$ cat src/rtl/iob_bus_arbiter.sv
// N-master to single-slave IOb native bus arbiter: one transaction outstanding, round-robin
// or fixed-priority selection, request latched until s_ready, response routed to the winner.
module iob_bus_arbiter #(
    parameter int N_MASTERS = 2,
    parameter int ADDR_W    = 32,
    parameter int DATA_W    = 32,
    parameter int RR        = 1
) (
    input  logic                                              clk,
    input  logic                                              rst,
    input  logic [N_MASTERS-1:0]                              m_valid,
    input  logic [N_MASTERS*ADDR_W-1:0]                       m_addr,
    input  logic [N_MASTERS*DATA_W-1:0]                       m_wdata,
    input  logic [N_MASTERS*(DATA_W/8)-1:0]                   m_wstrb,
    output logic [DATA_W-1:0]                                 m_rdata,
    output logic [N_MASTERS-1:0]                              m_ready,
    output logic                                              s_valid,
    output logic [ADDR_W-1:0]                                 s_addr,
    output logic [DATA_W-1:0]                                 s_wdata,
    output logic [DATA_W/8-1:0]                               s_wstrb,
    input  logic [DATA_W-1:0]                                 s_rdata,
    input  logic                                              s_ready,
    output logic                                              busy,
    output logic [(N_MASTERS > 1 ? $clog2(N_MASTERS) : 1)-1:0] grant
);

    localparam int GW = (N_MASTERS > 1) ? $clog2(N_MASTERS) : 1;
    localparam int SW = DATA_W / 8;

    typedef enum logic {IDLE, BUSY} state_t;

    state_t            state_q, state_d;
    logic [GW-1:0]     grant_q, grant_d;
    logic [GW-1:0]     ptr_q, ptr_d;
    logic [ADDR_W-1:0] s_addr_q, s_addr_d;
    logic [DATA_W-1:0] s_wdata_q, s_wdata_d;
    logic [SW-1:0]     s_wstrb_q, s_wstrb_d;

    logic [ADDR_W-1:0] addr_arr  [N_MASTERS];
    logic [DATA_W-1:0] wdata_arr [N_MASTERS];
    logic [SW-1:0]     wstrb_arr [N_MASTERS];
    logic              valid_arr [N_MASTERS];

    logic [GW-1:0]     cand;
    logic [GW-1:0]     win_idx;
    logic              win_found;

    always_comb begin
        for (int i = 0; i < N_MASTERS; i++) begin
            addr_arr[i]  = m_addr[i*ADDR_W +: ADDR_W];
            wdata_arr[i] = m_wdata[i*DATA_W +: DATA_W];
            wstrb_arr[i] = m_wstrb[i*SW +: SW];
            valid_arr[i] = m_valid[i];
        end
    end

    // Round-robin scans upward from ptr with wrap; fixed priority always scans from index 0.
    always_comb begin
        // NOTE: every variable gets a default before any conditional write so no latch is inferred.
        cand      = '0;
        win_idx   = '0;
        win_found = 1'b0;
        for (int k = 0; k < N_MASTERS; k++) begin
            cand = GW'((RR != 0) ? (int'(ptr_q) + k) % N_MASTERS : k);
            if (!win_found && valid_arr[cand]) begin
                win_found = 1'b1;
                win_idx   = cand;
            end
        end
    end

    always_comb begin
        state_d   = state_q;
        grant_d   = grant_q;
        ptr_d     = ptr_q;
        s_addr_d  = s_addr_q;
        s_wdata_d = s_wdata_q;
        s_wstrb_d = s_wstrb_q;
        case (state_q)
            IDLE: begin
                if (win_found) begin
                    state_d   = BUSY;
                    grant_d   = win_idx;
                    s_addr_d  = addr_arr[win_idx];
                    s_wdata_d = wdata_arr[win_idx];
                    s_wstrb_d = wstrb_arr[win_idx];
                end
            end
            BUSY: begin
                if (s_ready) begin
                    state_d = IDLE;
                    ptr_d   = (grant_q == GW'(N_MASTERS - 1)) ? '0 : grant_q + GW'(1);
                end
            end
            default: state_d = IDLE;
        endcase
    end

    always_ff @(posedge clk or posedge rst) begin
        if (rst) begin
            state_q   <= IDLE;
            grant_q   <= '0;
            ptr_q     <= '0;
            s_addr_q  <= '0;
            s_wdata_q <= '0;
            s_wstrb_q <= '0;
        end else begin
            // NOTE: non-blocking assignments so every flop samples the pre-edge value of the others.
            state_q   <= state_d;
            grant_q   <= grant_d;
            ptr_q     <= ptr_d;
            s_addr_q  <= s_addr_d;
            s_wdata_q <= s_wdata_d;
            s_wstrb_q <= s_wstrb_d;
        end
    end

    // Response strobe is combinational from s_ready so the winner sees it in the same cycle.
    always_comb begin
        m_ready = '0;
        if (state_q == BUSY && s_ready) begin
            m_ready[grant_q] = 1'b1;
        end
    end

    assign m_rdata = s_rdata;
    assign s_valid = (state_q == BUSY);
    assign busy    = (state_q == BUSY);
    assign s_addr  = s_addr_q;
    assign s_wdata = s_wdata_q;
    assign s_wstrb = s_wstrb_q;
    assign grant   = grant_q;

endmodule
$ cat config.mk
export PLATFORM = sky130hd
export DESIGN_NAME = iob_bus_arbiter
export DESIGN_NICKNAME = d
export VERILOG_FILES = /design/src/rtl/iob_bus_arbiter.sv
export SDC_FILE = /design/constraint.sdc
export NUM_CORES = 1
export LEC_CHECK = 0
export BUFFER_PORTS_ARGS = -buffer_cell sky130_fd_sc_hd__buf_2
export CAP_MARGIN = 25
export CORE_AREA = 2 2 109 111
export DETAILED_ROUTE_END_ITERATION = 8
export DIE_AREA = 0 0 111 113
export MAX_ROUTING_LAYER = met4
export PLACE_DENSITY = 0.78
export SETUP_SLACK_MARGIN = 0.02
export SLEW_MARGIN = 10
export SYNTH_ARGS = -nofsm -noshare
export SYNTH_HDL_FRONTEND = slang
export SYNTH_SLANG_ARGS = --single-unit
export TNS_END_PERCENT = 20
$ cat constraint.sdc
create_clock -name clk -period 2.4 [get_ports clk]
set_clock_uncertainty 0.2 [all_clocks]
set_input_delay 0.12 -clock clk [delete_from_list [all_inputs] [get_ports clk]]
set_output_delay 0.12 -clock clk [all_outputs]
set_load 0.005 [all_outputs]
==> metrics.md <==
| Metric | Value |
|---|---|
| Total inserted antenna cells | 0 |
| Post-route fraction of the period consumed by the critical path | 94.4% |
| Average wire length per cell after detail routing | around 18 um |
| Core area | about 0.011 sq mm |
| Proportion of layout cells with a drive suffix above 1 | approximately 33% |
| Endpoint required time on the critical path | around 2.5 ns |
| Max clock buf depth | 2 |
| Endpoint with the worst hold slack | m_rdata[12] |
| Remaining global-route overflow | 0 |
| Static leakage power | about 2.8 nW |
| Startpoint of the worst register-to-register path | busy$_DFF_PP0_ |
| DR DRC count | 0 |
| Post-place instance area | around 0.0046 sq mm |
| Area fraction of the dominant cell type after synthesis | a little under half |
| Reg2reg path depth | 5 |
| Avg Cell Area, Syn | approximately 8.6 sq um |
| Post-layout min period | between 2 and 2.5 ns |
| Syn-to-layout area delta | 70.5% |
| Result of the run | completed |
| Final RePlAce weighted congestion | 0.824 |
| Worst hold slack across all endpoints | approximately 0.04 ns |
| Number of antenna violations at the first check in global routing | 0 |
| Starting density of the core | roughly a third |
| Destination of the worst register-to-register timing path | s_addr[28]$_DFFE_PP0P_ |
| Number of clock sinks seen by CTS | around 70 |
| Type of the most critical hold path | primary input to output pin |
| FF+latch count, synth | 71 |
| Tightest Pin Transition | around 0.77 ns |
| Gate Count Post-Synth | about 430 |
| Count of boundary I/O pins | about 280 |
| Critical path capture point type | flip-flop |
| Port Buf Inserts | 213 |
| Setup TNS | 0 ns |
| Detailed-routing iteration count for the pre-antenna-repair pass | 5 |
| Ys Warns | 0 |
| CTS tree | yes |
| Synthesized net count | ~600 |
| Clock root buffer | sky130_fd_sc_hd__clkbuf_16 |
| Pin count of the biggest net entering global routing | 71 |
| Peak clock frequency supported by timing | roughly 0.44 GHz |
| Count of different cell masters after synthesis | 20 |
| Num rows | 39 |
| Clock-pin slew on the worst setup and hold paths | around 0.060 ns |
| Via density per instance | between 5 and 6 |
| Global-route wire length before repair | between 20000 and 25000 um |
| Worst-case vdd ir drop | between 300 and 400 uV |
| Hold path startpoint | s_rdata[12] |
| RSZ-0062 raised after global routing | true |
| Final setup viols | 0 |
| Wire length reported by the detailed router | 15600 um |
| Number of nets still failing antenna checks after routing | 0 |
| Hold Path Stages | 0 |
| Fin. max-slew vios | 0 |
| Hold violation total from the final report | 0 |
| Critical path startpoint category | flip-flop |
| DRC marker count from the first detailed-route iteration | between 400 and 500 |
| Share of the yosys chip area belonging to registers | 47.8% |
| Later-pin clock latency in the skew report | ~0.32 ns |
| Total routing usage reported by global routing | between 20% and 30% |
| Power density normalized to cell area | 750 mW/mm^2 |
| Worst reg-to-reg setup slack | 0.13 ns |
| Die area | 0.0125 sq mm |
| Data arrival time at the worst-slack endpoint | 2.32 ns |
| Total via count in the routed design | 4613 |
| Critical-path maximum fanout | 70 |
| Utilization after layout | between 50% and 60% |
| Setup CP Type | flip-flop to flip-flop |
| H-Tree Depth | 3 |
| Filler Cells Inserted | just under 1000 |
| Minimum setup slack after placement | slightly below 0.6 ns |
| Via count of the first global-routing pass | about 4600 |
| Synth Cell Area | approximately 0.0037 sq mm |
| Number of nets at the end of the flow | 904 |
| DIE WIDTH | 111 um |
| Largest area contributor in the netlist | sky130_fd_sc_hd__dfrtp_1 |
| Worst setup margin | between 0.1 and 0.15 ns |
| Design Area, Final | 0.00634 sq mm |
| Worst relative slew slack | between 40 and 50% |
| Die boundary height | 113 um |
| Hpwl dp | 8860 um |
| Top cells by area, synth | sky130_fd_sc_hd__dfrtp_1 48%, sky130_fd_sc_hd__a31oi_1 11%, sky130_fd_sc_hd__nand3_1 9.2% |
| Max-capacitance violation count | 0 |
| Clock buffer count from CTS | 9 |
placed cells by master (no fill, tap or decap), drive strengths merged:
cell,synthesis,final
buf,64,223
dlygate4sd3,0,139
nor2,71,71
dfrtp,71,71
nand3,68,68
a31oi,68,68
o21ai,68,68
clkbuf,14,11
inv,3,3
clkinv,0,3
and2b,1,2
nand2b,1,2
o21ba,1,1
nand2,1,1
o31a,1,1
a21oi,1,1
o32ai,1,1
bufinv,0,1
clkinvlp,0,1
power by group:
group          total, mW  internal [mW]  switching, mW
Clock               1.37          0.860          0.512
Combinational       1.72          0.963          0.758
Sequential          1.66           1.49          0.171
worst max-delay path, stage by stage, from the launching register on:
cell	delay [ns]
sky130_fd_sc_hd__dfrtp_1	0.50
sky130_fd_sc_hd__o21ba_4	0.36
sky130_fd_sc_hd__buf_12	0.29
sky130_fd_sc_hd__nor2_1	0.07
sky130_fd_sc_hd__a31oi_1	0.18
sky130_fd_sc_hd__dlygate4sd3_1	0.59
per-stage QoR:
stage,std cells,power [mW]
floorplan,434,2.31
global placement,719,2.80
detailed placement,719,2.83
CTS,874,4.70
global route,879,5.02
finish,879,4.75
per-layer routing:
| layer | global-route usage (%) | vias up | share of wire (%) |
|---|---|---|---|
| li1 | - | 2113 | - |
| met1 | 26.9 | 2161 | 38 |
| met2 | 41.6 | 286 | 50 |
| met3 | 5.57 | 53 | 7.6 |
| met4 | 13.0 | 0 | 4.1 |
| met5 | - | - | 0 |
area by class of cell:
class	instances	area, sq um	share of cell area (%)
multi-input cells	284	1460	23.0
flip-flops and latches	71	1780	28.0
repair buffers	362	2610	41.1
clock buffers	11	253	3.99
clock inverters	5	56.3	0.888
well taps	143	179	2.82
inverters	3	11.3	0.178
worst max-delay path by stage:
| stage | start | endpoint | cells after the start |
|---|---|---|---|
| after floorplan | rst | busy$_DFF_PP0_ | 1 |
| after global placement | busy$_DFF_PP0_ | s_wdata[12]$_DFFE_PP0P_ | 4 |
| after detailed placement | busy$_DFF_PP0_ | s_addr[21]$_DFFE_PP0P_ | 4 |
| after CTS | ptr_q$_DFFE_PP0P_ | s_wdata[12]$_DFFE_PP0P_ | 5 |
| after global routing | ptr_q$_DFFE_PP0P_ | s_addr[9]$_DFFE_PP0P_ | 4 |
| final | busy$_DFF_PP0_ | s_addr[28]$_DFFE_PP0P_ | 5 |
repair_timing:
item,4_1_cts,5_1_grt
gates resized for setup,0,1
hold buffers,139,0
endpoints found under the setup margin,0,59
setup buffers,0,2
endpoints found under the hold margin,103,0
cells by family after synthesis:
logic type | Yosys count | synth area share [%]
flip-flops | 71 | 47.8
buffers and inverters | 81 | 13.9
AO/OA/AOI/OAI | 140 | 21.5
AND/OR/NAND/NOR | 142 | 16.9
cells in the mapped netlist, drive strengths merged:
master / instances
o31a: 1
nand3: 68
a21oi: 1
nand2: 1
o32ai: 1
clkbuf: 14
dfrtp: 71
o21ba: 1
nor2: 71
nand2b: 1
and2b: 1
inv: 3
o21ai: 68
buf: 64
a31oi: 68
registers in the layout, indices dropped and copies added, names as in the netlist:
signal,flops
ptr_q,1
s_wdata,32
s_wstrb,4
grant,1
s_addr,32
busy,1
Power figures use the tool's default switching activity.
